--- config.mk ---
export PLATFORM = sky130hd
export DESIGN_NAME = scope_fb_arbiter
export DESIGN_NICKNAME = d
export VERILOG_FILES = /design/src/rtl/scope_pkg.sv /design/src/rtl/scope_pix_gen.sv /design/src/rtl/scope_fb_arbiter.sv
export SDC_FILE = /design/constraint.sdc
export NUM_CORES = 1
export LEC_CHECK = 0
export CAP_MARGIN = 20
export CORE_MARGIN = 2
export CORE_UTILIZATION = 39
export CTS_BUF_LIST = sky130_fd_sc_hd__clkbuf_16
export CTS_CLUSTER_SIZE = 40
export DETAILED_ROUTE_END_ITERATION = 7
export GPL_TIMING_DRIVEN = 0
export HOLD_SLACK_MARGIN = 0.02
export MAX_ROUTING_LAYER = met4
export PLACE_DENSITY = 0.74
export SLEW_MARGIN = 20
export SYNTH_ARGS = -nofsm -noshare
export SYNTH_HDL_FRONTEND = slang
export SYNTH_SLANG_ARGS = --single-unit
--- constraint.sdc ---
create_clock -name clk -period 1.7 [get_ports clk]
set_clock_uncertainty 0.15 [all_clocks]
set_input_delay 0.255 -clock clk [delete_from_list [all_inputs] [get_ports clk]]
set_output_delay 0.255 -clock clk [all_outputs]
set_load 0.01 [all_outputs]
--- src/rtl/scope_pkg.sv ---
// Shared constants and state encoding for the oscilloscope frame-buffer arbiter.
package scope_pkg;

  localparam int H_ACTIVE = 640;
  localparam int V_ACTIVE = 480;
  localparam int H_TOTAL  = 800;
  localparam int V_TOTAL  = 525;
  localparam int COORD_W  = 10;

  typedef enum logic [1:0] {
    ST_IDLE = 2'd0,
    ST_FILL = 2'd1,
    ST_FULL = 2'd2
  } fb_state_t;

  // Graticule: every 64th column/line plus the right and bottom borders.
  function automatic logic on_graticule(
    input logic [COORD_W-1:0] col,
    input logic [COORD_W-1:0] row,
    input logic [COORD_W-1:0] col_last,
    input logic [COORD_W-1:0] row_last
  );
    return (col[5:0] == 6'd0) || (row[5:0] == 6'd0) ||
           (col == col_last) || (row == row_last);
  endfunction

endpackage

--- src/rtl/scope_pix_gen.sv ---
// Two-stage pixel pipeline: aligns x/y with trace-RAM read data, then decides trace and grid pixels.
module scope_pix_gen #(
  parameter int H_ACTIVE = scope_pkg::H_ACTIVE,
  parameter int V_ACTIVE = scope_pkg::V_ACTIVE,
  parameter int DATA_W   = 9
) (
  input  logic              clk,
  input  logic              rst_n,
  input  logic              active,
  input  logic [9:0]        x,
  input  logic [9:0]        y,
  input  logic [DATA_W-1:0] mem_rdata,
  output logic              trace_on,
  output logic              grid_on
);
  import scope_pkg::on_graticule;

  localparam logic [9:0] X_LAST = 10'(H_ACTIVE - 1);
  localparam logic [9:0] Y_LAST = 10'(V_ACTIVE - 1);

  logic       active_p1;
  logic [9:0] x_p1;
  logic [9:0] y_p1;
  logic [9:0] rdata_ext;
  logic       trace_hit_p1;
  logic       grid_hit_p1;

  assign rdata_ext    = 10'(mem_rdata);
  assign trace_hit_p1 = active_p1 && (rdata_ext == y_p1);
  assign grid_hit_p1  = active_p1 && on_graticule(x_p1, y_p1, X_LAST, Y_LAST);

  // stage 1: coordinates registered alongside the RAM read latency
  always_ff @(posedge clk) begin
    if (!rst_n) begin
      active_p1 <= 1'b0;
      x_p1      <= '0;
      y_p1      <= '0;
    end else begin
      active_p1 <= active;
      x_p1      <= x;
      y_p1      <= y;
    end
  end

  // stage 2: registered pixel decisions
  always_ff @(posedge clk) begin
    if (!rst_n) begin
      trace_on <= 1'b0;
      grid_on  <= 1'b0;
    end else begin
      trace_on <= trace_hit_p1;
      grid_on  <= grid_hit_p1;
    end
  end

endmodule

--- src/rtl/scope_fb_arbiter.sv ---
// Shares one single-port trace RAM between the VGA scan-out (absolute priority) and the capture writer.
module scope_fb_arbiter #(
  parameter int H_ACTIVE = scope_pkg::H_ACTIVE,
  parameter int V_ACTIVE = scope_pkg::V_ACTIVE,
  parameter int DATA_W   = 9
) (
  input  logic              clk,
  input  logic              rst_n,
  input  logic [9:0]        x,
  input  logic [9:0]        y,
  input  logic              arm,
  input  logic              wr_req,
  input  logic [DATA_W-1:0] wr_data,
  output logic              wr_ack,
  output logic              full,
  output logic [9:0]        mem_addr,
  output logic              mem_we,
  output logic [DATA_W-1:0] mem_wdata,
  input  logic [DATA_W-1:0] mem_rdata,
  output logic              trace_on,
  output logic              grid_on
);
  import scope_pkg::fb_state_t;
  import scope_pkg::ST_IDLE;
  import scope_pkg::ST_FILL;
  import scope_pkg::ST_FULL;

  localparam logic [9:0] H_LIM    = 10'(H_ACTIVE);
  localparam logic [9:0] V_LIM    = 10'(V_ACTIVE);
  localparam logic [9:0] PTR_LAST = 10'(H_ACTIVE - 1);

  fb_state_t  state;
  logic [9:0] wr_ptr;
  logic       full_q;
  logic       active;
  logic       grant;

  assign active = (x < H_LIM) && (y < V_LIM);

  // A write only slips into blanking, and never in the cycle an arm restarts the capture.
  always_comb begin
    grant = 1'b0;
    if (rst_n && (state == ST_FILL) && wr_req && !active && !arm) begin
      grant = 1'b1;
    end
  end

  assign wr_ack    = grant;
  assign mem_we    = grant;
  assign mem_addr  = active ? x : wr_ptr;
  assign mem_wdata = wr_data;
  assign full      = full_q;

  always_ff @(posedge clk) begin
    if (!rst_n) begin
      state  <= ST_IDLE;
      wr_ptr <= '0;
      full_q <= 1'b0;
    end else begin
      case (state)
        ST_IDLE: begin
          if (arm) begin
            state  <= ST_FILL;
            wr_ptr <= '0;
          end
        end
        ST_FILL: begin
          if (arm) begin
            wr_ptr <= '0;
          end else if (grant) begin
            if (wr_ptr == PTR_LAST) begin
              state  <= ST_FULL;
              wr_ptr <= '0;
              full_q <= 1'b1;
            end else begin
              wr_ptr <= wr_ptr + 10'd1;
            end
          end
        end
        ST_FULL: begin
          if (arm) begin
            state  <= ST_FILL;
            wr_ptr <= '0;
            full_q <= 1'b0;
          end
        end
        default: begin
          state  <= ST_IDLE;
          wr_ptr <= '0;
          full_q <= 1'b0;
        end
      endcase
    end
  end

  scope_pix_gen #(
    .H_ACTIVE (H_ACTIVE),
    .V_ACTIVE (V_ACTIVE),
    .DATA_W   (DATA_W)
  ) u_pix_gen (
    .clk       (clk),
    .rst_n     (rst_n),
    .active    (active),
    .x         (x),
    .y         (y),
    .mem_rdata (mem_rdata),
    .trace_on  (trace_on),
    .grid_on   (grid_on)
  );

endmodule
Word-level counts from Yosys, hierarchy flattened
Index checks and enable logic that the tools add are counted.
Widths: inputs -> output; s select.
{"block": "totals", "register_bits": 36, "latchBits": 0, "ramBits": 0, "rom_bits": 0, "word_cells": 60, "mem_count": 0}
{"block": "op_classes", "add_sub_neg": 1, "multipliers": 0, "div_mod_pow": 0, "n_lt_le_gt_ge": 2, "n_eq_ne": 12, "shifts": 0, "n_mux": 17, "bitwise_logic": 1, "reduce_logical": 19}
{"op": "$mux 10", "n": 5}
{"op": "$eq 10x10->1 const B", "n": 2}
{"op": "$pmux 10 s2", "n": 1}
{"op": "$logic_not 6->1", "n": 2}
{"op": "$add 10x1->10 const B", "n": 1}
{"op": "$eq 10x9->1 const B", "n": 1}
{"op": "$eq 9x10->1", "n": 1}
{"op": "$lt 10x10->1 const B", "n": 1}
{"op": "$lt 10x9->1 const B", "n": 1}
{"op": "$mux 2", "n": 4}
{"op": "$logic_and 1x1->1", "n": 7}
{"op": "$ne 2x2->1 const B", "n": 3}
{"op": "$mux 1", "n": 5}
{"op": "$reduce_and 5->1", "n": 1}
{"op": "$ne 2x1->1 const B", "n": 2}
{"op": "$pmux 2 s2", "n": 1}
{"op": "$reduce_and 4->1", "n": 1}
{"op": "$logic_or 1x1->1", "n": 3}
{"op": "$ne 3x3->1 const B", "n": 1}
{"op": "$pmux 1 s3", "n": 1}
{"op": "$eq 2x1->1 const B", "n": 1}
{"op": "$eq 2x2->1 const B", "n": 1}
{"op": "$logic_not 1->1", "n": 2}
{"op": "$logic_not 2->1", "n": 1}
{"op": "3 further kinds", "n": 3}

Longest topological paths before layout
{"block": "logic_depth", "depth_word": 9, "depth_mapped": 6, "ltp_nobuf": 5}

Modules after synthesis
Synthesis repeated with hierarchy kept, for this count alone.
{"block": "hier_totals", "hier_cells": 184, "hier_area_um2": 1871.8}
{"mod": "scope_fb_arbiter", "n_inst": 1, "cells_each": 111, "area_per_inst_um2": 1069.8, "seq_area_each_um2": 260.2}
{"mod": "scope_pix_gen", "n_inst": 1, "cells_each": 73, "area_per_inst_um2": 802.0, "seq_area_each_um2": 460.4}

Worst setup path after synthesis
No wires, ideal clock.
{"block": "synth_path", "kind": "input to output", "start": "input y[5]", "end": "output wr_ack", "arrival_ns": 1.401, "t_required_ns": 1.295, "slack_ns": -0.106, "stages": 6, "cell_sequence": "and4_1 > or3_1 > clkbuf_1 > nand2_1 > nor2_1 > buf_4"}
{"block": "synth_via", "elab_chain_len": 6}
{"item": "start: declaration", "line": "scope_fb_arbiter.sv:10", "rtl": "input logic [9:0] y,"}
{"item": "$lt 10x9->1", "line": "scope_fb_arbiter.sv:38", "rtl": "assign active = (x < H_LIM) && (y < V_LIM);"}
{"item": "$logic_and 1x1->1", "line": "scope_fb_arbiter.sv:38"}
{"item": "$logic_not 1->1", "line": "scope_fb_arbiter.sv:43", "rtl": "if (rst_n && (state == ST_FILL) && wr_req && !active && !arm) begin"}
{"item": "$logic_and 1x1->1 (2 in series)", "line": "scope_fb_arbiter.sv:43"}
{"item": "$mux 1", "line": "scope_fb_arbiter.sv:43"}
{"item": "end: declaration", "line": "scope_fb_arbiter.sv:14", "rtl": "output logic wr_ack,"}
No other way between the ends.

Final worst setup path
{"block": "layout_path", "start": "input y[8]", "end": "output mem_addr[8]"}
{"block": "layout_via", "elab_chain_len": 3}
{"item": "$lt 10x9->1", "line": "scope_fb_arbiter.sv:38"}
{"item": "$logic_and 1x1->1", "line": "scope_fb_arbiter.sv:38"}
{"item": "$mux 10", "line": "scope_fb_arbiter.sv:50", "rtl": "assign mem_addr = active ? x : wr_ptr;"}
{"item": "end: declaration", "line": "scope_fb_arbiter.sv:16", "rtl": "output logic [9:0] mem_addr,"}
No other way between the ends.

==> results.txt <==
The flow ran to the end, but the final reports show violations. The final reports fail on negative setup slack. The share of the synthesized area in the top cell type is 0.411, and the final-stage net count is 323.

The transition time of the tightest slew-check pin came out at 0.555 ns. When the netlist entered floorplanning its net count stood at 246. The cell count after synthesis came out at 203.

After synthesis, the cell types taking the most area are dfxtp_1 41%, and2_1 8.2%, nand2_1 7.7%, xnor2_1 4.5%, buf_4 4.3%. The HPWL after detailed placement is 3350 µm. The growth of design area from synthesis to finish is 62.3%. The y dimension of the die came out at 71.1 µm.

The portion of the clock cycle consumed by the worst path in the final layout is 1.07. For this run, design rule violations remaining after detail routing come to 0. Leaving out fill and tap cells, the most frequent cells in the layout are 33 x dfxtp_1, 33 x clkdlybuf4s50_1, 23 x and2_1.

Number of buffers created by CTS: 5. The tree is rooted in a clkbuf_16. In this run the worst hold path is classified as primary input to register. Data required time at the worst endpoint: 1.29 ns. The number of antenna violations at the first check in global routing was 0. The detailed router placed 1819 vias in this run. The startpoint identified for the worst register-to-register timing path is wr_ptr[0]$_SDFFE_PN0P_. In this run the most critical hold path is launched from y[7]. After detailed placement, the design holds a cell count of 311. First-iteration detailed-routing DRC count: 85.

The worst setup path is captured at an output port. The share of final-layout standard cells stronger than drive strength 1 works out to 0.343. Critical path class: primary input to output port. In the routed layout, each cell is associated on average with a via count of 5.48.

Based on the critical path, the design can be clocked at up to 0.551 GHz. Setup violations remaining at the end of the flow were counted as 10. The initialized floorplan defines 24 standard-cell rows. The number of max-cap violations is 0. The tools report the largest vdd supply drop as 0.374 mV. The post-layout utilization of the core was 0.654; the wire length of the first global-routing pass was 7900 µm.

The clock drives 36 sinks. The floorplan core area was 4350 µm². After global routing the overflow that remains totals 0. The tools report the level count of the clock H-tree as 2. The critical path starts at y[8]. For the worst slack at placement, the log shows -1.08 ns. The nature of the critical path startpoint is a primary input. The clock input transition at the sequential cells of the worst setup and hold paths was 0.05 ns; the number of synthesized register bits was 36. The length of the first detailed-routing pass in iterations is 4. On the final layout, the worst hold slack is 0.0248 ns.

The count of antenna-violating nets left after detailed routing came out at 0. The post-route standard cell area excluding fillers is 2850 µm², and the average wire per standard cell is 16.1 µm. Setup repair after global routing could not meet its margin everywhere. The total of buffers placed on input and output ports is 56, and the worst-case clock buffer depth is 2. The floorplan step defined a die boundary enclosing 5050 µm². The mapped netlist covers 1760 µm². The logs give 0 for the final number of hold-violating endpoints and 0.28 ns for the clock latency at the later pin of the worst-skew pair. The worst-path maximum fanout is 8, and the final critical delay including setup and external delays is 1.81 ns. Among all flip-flop cells after synthesis, the most frequent one is dfxtp_1.

In this run the power density over the cells is 742 nW/µm². In this run, synthesis inferred 0 flip-flops with an integrated enable. Summed over all cells, the static leakage comes to 1.13 nW. The final count of pins violating max slew was 0; the post-detailed-placement cell area was 2400 µm². Yosys printed 0 warnings. The logs give -0.113 ns for the worst setup margin and 0.05 ns for the worst reg-to-reg setup slack.

The synthesized netlist contains 47 unique library cells. For the sequential share of the synthesized area, the log shows 0.411. The congestion estimate from routability-driven global placement came to 0.914.

The number of global-route vias before repair came out at 1731. The chip width is 71.1 µm. The repair_antennas step left the layout with diodes totalling 0. TritonCTS built the clock tree.

The routed design has 5340 µm of wire. The number of hold buffers added after CTS is 0. Entering global routing, the biggest net connects 11 pins. The synthesized area per cell came out at 8.65 µm².

The run gives 0.206 as the overall fraction of global-route tracks in use. The tools report the worst slew slack as a fraction of its limit as 0.630. For the arrival time of data at the critical path endpoint, the log shows 1.41 ns. The tools report the number of I/O pins as 66.

The post-synthesis async set-or-reset flop share came out at 0. The cell taking the most area after synthesis was dfxtp_1. The logs give 0.403 for the initial standard-cell utilization of the core and 332 for the number of cells in the finished layout apart from fillers.
==> synthesized netlist by cell type, types with 3 or more instances <==
master,number
a21oi_1,5
and2_1,23
and3_1,3
buf_4,10
clkbuf_1,4
dfxtp_1,36
nand2_1,36
nand3_1,10
nand4_1,6
nor2_1,3
nor3_1,3
o21ai_0,6
o31ai_1,5
or4_1,4
xnor2_1,9
==> worst paths after layout <==
check | endpoint | cells past startpoint
hold reg to reg | u_pix_gen.trace_on$_SDFF_PN0_ | 1
hold / removal | u_pix_gen.y_p1[7]$_SDFF_PN0_ | 2
setup reg to reg | wr_ptr[8]$_SDFFE_PN0P_ | 5
setup / recovery | mem_addr[8] | 7
==> through the flow <==
step	TNS (ns)	power [mW]
2_1_floorplan	0	1.05
4_1_cts	-1.50	2.08
3_5_place_dp	-20.24	1.22
6_report	-0.619	2.12
5_1_grt	-1.08	2.19
3_3_place_gp	-19.39	1.21
==> timing repair <==
item	CTS	global route
buffers inserted	10	5
pin swaps	11	13
endpoints found under the setup margin	30	19
cloned	0	0
resized for setup	105	46
==> logic make-up after synthesis <==
group | Yosys count | synth area share
AOI/OAI and AO/OA | 34 | 0.143
and+or+nand+nor | 105 | 0.330
xor gates and xnor gates | 9 | 0.0449
buffers and inverters | 18 | 0.0641
DFF | 36 | 0.411
adders and majority gates | 1 | 0.00713
==> critical path, stage by stage <==
cell and delay [ns]:
buf_6 0.09, and4_4 0.20, or3_4 0.46, buf_12 0.16
nand2_4 0.06, nand2_2 0.06, buf_6 0.12
==> flip-flops by register name, summed over array words and instances, names as in the netlist <==
register             count
wr_ptr                  10
u_pix_gen.x_p1          10
u_pix_gen.trace_on       1
u_pix_gen.y_p1          10
u_pix_gen.active_p1      1
full                     1
state                    2
u_pix_gen.grid_on        1
==> report_power, final <==
| part | total, mW | internal (mW) | switching [mW] |
|---|---|---|---|
| clock network | 0.840 | 0.523 | 0.317 |
| logic | 0.379 | 0.220 | 0.159 |
| registers | 0.896 | 0.873 | 0.0226 |
==> cell type report <==
class,instances,area (µm²)
fillers,355,1510
multi-input cells,149,1130
flip-flops and latches,36,732
repair buffers,71,674
clock buffers,5,125
plain buffers,15,111
well taps,52,65.1
clock inverters,2,7.51
inverters,2,7.51
==> routing by layer <==
layer	global-route usage	wire [µm]	part of all wire
met1	0.229	2160	0.40
met2	0.350	2760	0.52
met3	0.0499	333	0.062
met4	0.0943	81	0.015
met5	-	0	0
Power figures use the tool's default switching activity.
==> variant 1, RTL diff (same flow settings) <==
Reset style: asynchronous (`rst_n`), changed in 3 clocked blocks.
--- a/src/rtl/scope_pix_gen.sv
+++ b/src/rtl/scope_pix_gen.sv
@@ -32,3 +32,3 @@
   // stage 1: coordinates registered alongside the RAM read latency
-  always_ff @(posedge clk) begin
+  always_ff @(posedge clk or negedge rst_n) begin
     if (!rst_n) begin
@@ -45,3 +45,3 @@
   // stage 2: registered pixel decisions
-  always_ff @(posedge clk) begin
+  always_ff @(posedge clk or negedge rst_n) begin
     if (!rst_n) begin
--- a/src/rtl/scope_fb_arbiter.sv
+++ b/src/rtl/scope_fb_arbiter.sv
@@ -53,3 +53,3 @@
 
-  always_ff @(posedge clk) begin
+  always_ff @(posedge clk or negedge rst_n) begin
     if (!rst_n) begin
Behaviour: differs if rst_n is asserted again (counterexample within 4 cycles, from zero or initial values and one cycle with rst_n low); with rst_n held inactive, the same outputs for 10 cycles.
==> variant 1 against the unedited design <==
  * The flow still finishes with violations (negative setup slack)
  * Count of clock-buffer cells in the layout unchanged
  * Worst setup slack worse by 0.097 ns
  * Wire length down 7.3%
  * Sequential cell count unchanged
  * Clock power is 24% higher
  * Area after synthesis decreased by 0.57%
  * Total power increased by 9.7%
  * Design area increased by 5.2%
  * Critical path type is now flip-flop to output pin
  * Highest routed layer unchanged
==> variant 1: results (changes against the unedited design) <==
vias in the first global route=1596 (was 1731); predominant post-synthesis flop cell=dfrtp_1 (was dfxtp_1); synthesized area per cell=11.4 um2 (was 8.65 um2); Slowest-stage cell, CP=dfrtp_2 (was or3_4); Worst slew margin=40.3% (was 63.0%); DRT Pass-1 Iters=5 (was 4); failing checks=negative setup slack (unchanged); crit-path leading delay family=flip-flops (was simple AND/OR/NAND/NOR gates); Setup WS post-layout=-0.210 ns (was -0.113 ns); fin cells=294 (was 332); Seq/Total Area, Yosys=51.6% (was 41.1%); DR vias/cell=5.37 (was 5.48); mux contribution to synthesized area=6.38% (was 0%); reg2reg path depth=7 (was 5); placed cells=262 (was 311); first-pass GRT wire length=7870 um (was 7900 um); outcome=finished with violations (unchanged); main area contributors after synthesis=dfrtp_1 (52%), mux2_2 (5.8%), xnor2_1 (4.5%), buf_4 (4.3%), nand3_1 (2.3%) (was dfxtp_1 (41%), and2_1 (8.2%), nand2_1 (7.7%), xnor2_1 (4.5%), buf_4 (4.3%)); pin count of the biggest net entering global routing=21 (was 11); Synthesized Nets=196 (was 246); Filler Cell Count=321 (was 355); Setup-failing EPs final=20 (was 10); hold path start=x[7] (was y[7]); r2r setup slk=-0.13 ns (was 0.05 ns); Adder-Cell Fraction of Synth Area=0.717% (was 0.713%); DRT iter0 DRCs=96 (was 85)
## variant 1: layout make-up
cell class / instances / area [um2] / share of cell area [%]
Multi-Input combinational cell: 98 / 903 / 30.1
Buffer: 14 / 139 / 4.63
Sequential cell: 36 / 903 / 30.1
Inverter: 5 / 18.8 / 0.626
Tap cell: 52 / 65.1 / 2.17
Timing Repair Buffer: 81 / 801 / 26.7
Clock buffer: 5 / 125 / 4.17
Clock inverter: 3 / 42.5 / 1.42
## variant 1: what timing repair did
| item | 4_1_cts | 5_1_grt |
|---|---|---|
| setup buffers | 11 | 5 |
| gates resized for setup | 133 | 11 |
| hold endpoints to repair | 42 | 0 |
| gates cloned | 1 | 0 |
| endpoints found under the setup margin | 23 | 26 |
| hold buffers | 8 | 0 |
| pin swaps | 8 | 4 |
## variant 1: report_power, final
group	internal [mW]	leakage, nW	switching, mW
clock	0.688	0.0798	0.348
combinational	0.237	0.775	0.144
sequential	0.886	0.448	0.0195
total	1.81	1.30	0.511
## variant 1: through the flow
stage	TNS, ns	instance area (um2)	utilization, %
after floorplan	0	1760	-
after global placement	-53.09	2390	55.2
after detailed placement	-16.33	2410	55.7
after CTS	-0.802	2920	67.4
after global routing	-3.18	3000	69.3
final	-1.53	3000	69.3
## variant 1: worst max path at each step
stage          slack, ns      from          end
2_1_floorplan       0.01  state[0]    wr_ptr[5]
3_3_place_gp       -2.13     rst_n       wr_ack
3_5_place_dp       -1.00      x[8]  mem_addr[7]
4_1_cts            -0.18  state[1]       wr_ack
5_1_grt            -0.29  state[0]       wr_ack
6_report           -0.21  state[0]       wr_ack
## variant 1: metal layers
layer / GRT usage, % / wire, um / up-vias
met3: 4.84 / 329 / 9
met5: - / 0 / -
met4: 5.45 / 67 / 0
met2: 34.6 / 2580 / 70
li1: - / - / 744
met1: 25.1 / 1980 / 756
==> variant 2, RTL diff (same flow settings) <==
Without the edit above. `DATA_W` is set to 9 in 2 places; all go to 7.
--- a/src/rtl/scope_pix_gen.sv
+++ b/src/rtl/scope_pix_gen.sv
@@ -4,3 +4,3 @@
   parameter int V_ACTIVE = scope_pkg::V_ACTIVE,
-  parameter int DATA_W   = 9
+  parameter int DATA_W   = 7
 ) (
--- a/src/rtl/scope_fb_arbiter.sv
+++ b/src/rtl/scope_fb_arbiter.sv
@@ -4,3 +4,3 @@
   parameter int V_ACTIVE = scope_pkg::V_ACTIVE,
-  parameter int DATA_W   = 9
+  parameter int DATA_W   = 7
 ) (
Interface: changed (resized mem_rdata, mem_wdata and wr_data); port bits go from 66 to 60. No check against the original RTL was run, so the function may have changed too.
==> variant 2 against the unedited design <==
  * The flow still finishes with violations (negative setup slack)
  * Maximum frequency down 4.1%
  * Area after synthesis shrank 1.7%
  * Sequential share of layout area rose by 0.93 points
  * Critical endpoint is now mem_addr[3]
  * Design area down 3.3%
  * Total power grew 5.7%
  * Non-clock buffer count down 6
  * Largest power group is now clock
  * Sequential cell count is the same
  * Clock power increased by 19%
  * Wire length down 10%
  * Worst setup slack worse by 0.078 ns
  * Critical path type unchanged
==> variant 2: results (changes against the unedited design) <==
pin count of the biggest net entering global routing=12 (was 11); Multi-input gate area=1050 um2 (was 1130 um2); Synthesized Nets=239 (was 246); CP arrival=1.49 ns (was 1.41 ns); vias in the first global route=1667 (was 1731); fraction of area in registers=26.6% (was 25.7%); DR vias/cell=5.33 (was 5.48); r2r setup slk=0.02 ns (was 0.05 ns); non-clock buffer share of cell area=26.6% (was 27.6%); crit-path leading delay family=simple AND/OR/NAND/NOR gates (unchanged); Routed met2 length=2340 um (was 2760 um); Non-clk bufs=80 (was 86); combinational fraction of design power=15.4% (was 17.9%); CTS clock-pin slew for the worst setup and hold paths=0.05 ns (about the same); wire length on met1=2090 um (was 2160 um); Final Net Count=312 (was 323); XOR/XNOR share of the synthesized area=3.55% (was 4.49%); first-pass GRT wire length=7560 um (was 7900 um); failing checks=negative setup slack (unchanged); All-Layer GR Usage=19.8% (was 20.6%); M2 GR Usage=32.5% (was 35.0%); clock group power=1.00 mW (was 0.840 mW); top cells by count, synth=nand2_1 (37), dfxtp_1 (36), and2_1 (22) (was dfxtp_1 (36), nand2_1 (36), and2_1 (23)); met1 Use GR=23.0% (was 22.9%); peak supply drop=0.000403 V (was 0.000374 V); Sw Ratio=21.6% (was 23.6%); Filler Cell Count=337 (was 355); max incr delay on CP=0.42 ns (was 0.46 ns); crit path max fanout=7 (was 8); port bufs=52 (was 56); Leak=1.11 nW (was 1.13 nW); average wire per standard cell=14.7 um (was 16.1 um); worst slew pin tran=0.608 ns (was 0.555 ns); post-synthesis compound-gate area fraction=14.0% (was 14.3%); layout cell share with drive strength beyond 1=32.5% (was 34.3%); met3 Resource Use GR=5.05% (was 4.99%); Adder-Cell Fraction of Synth Area=0.725% (was 0.713%); outcome=finished with violations (unchanged); GP Congestion=0.946 (was 0.914); met3 WL=220 um (was 333 um); main area contributors after synthesis=dfxtp_1 (42%), nand2_1 (8.0%), and2_1 (8.0%), xnor2_1 (3.6%), buf_4 (3.5%) (was dfxtp_1 (41%), and2_1 (8.2%), nand2_1 (7.7%), xnor2_1 (4.5%), buf_4 (4.3%)); Area after DPL=2330 um2 (was 2400 um2); Seq/Total Area, Yosys=41.8% (was 41.1%); dpl hpwl=3220 um (was 3350 um); fraction of area in multi-input gates=38.2% (was 39.5%); Setup WS post-layout=-0.192 ns (was -0.113 ns); Setup-failing EPs final=12 (was 10); total power draw=2.24 mW (was 2.12 mW)
==> variant 2: per-stage QoR <==
stage          hold WS (ns)  std cells  worst slack (ns)
2_1_floorplan         0.227        200            0.0175
3_3_place_gp          0.305        304             -1.09
3_5_place_dp          0.304        304             -1.11
4_1_cts              0.0480        321            -0.198
5_1_grt              0.0204        326            -0.216
6_report             0.0265        326            -0.192
==> variant 2: final timing paths <==
| path | from | end | depth (start not counted) |
|---|---|---|---|
| setup / recovery | y[5] | mem_addr[3] | 8 |
| hold / removal | y[5] | u_pix_gen.y_p1[5] | 2 |
| setup reg to reg | wr_ptr[0] | wr_ptr[8] | 5 |
| hold reg to reg | u_pix_gen.x_p1[5] | u_pix_gen.grid_on | 2 |
==> variant 2: what timing repair did <==
item / in CTS / in global routing
pin swaps: 9 / 18
hold buffers: 0 / 0
buffers inserted: 8 / 5
cloned: 1 / 0
gates resized for setup: 105 / 35
setup endpoints to repair: 32 / 23
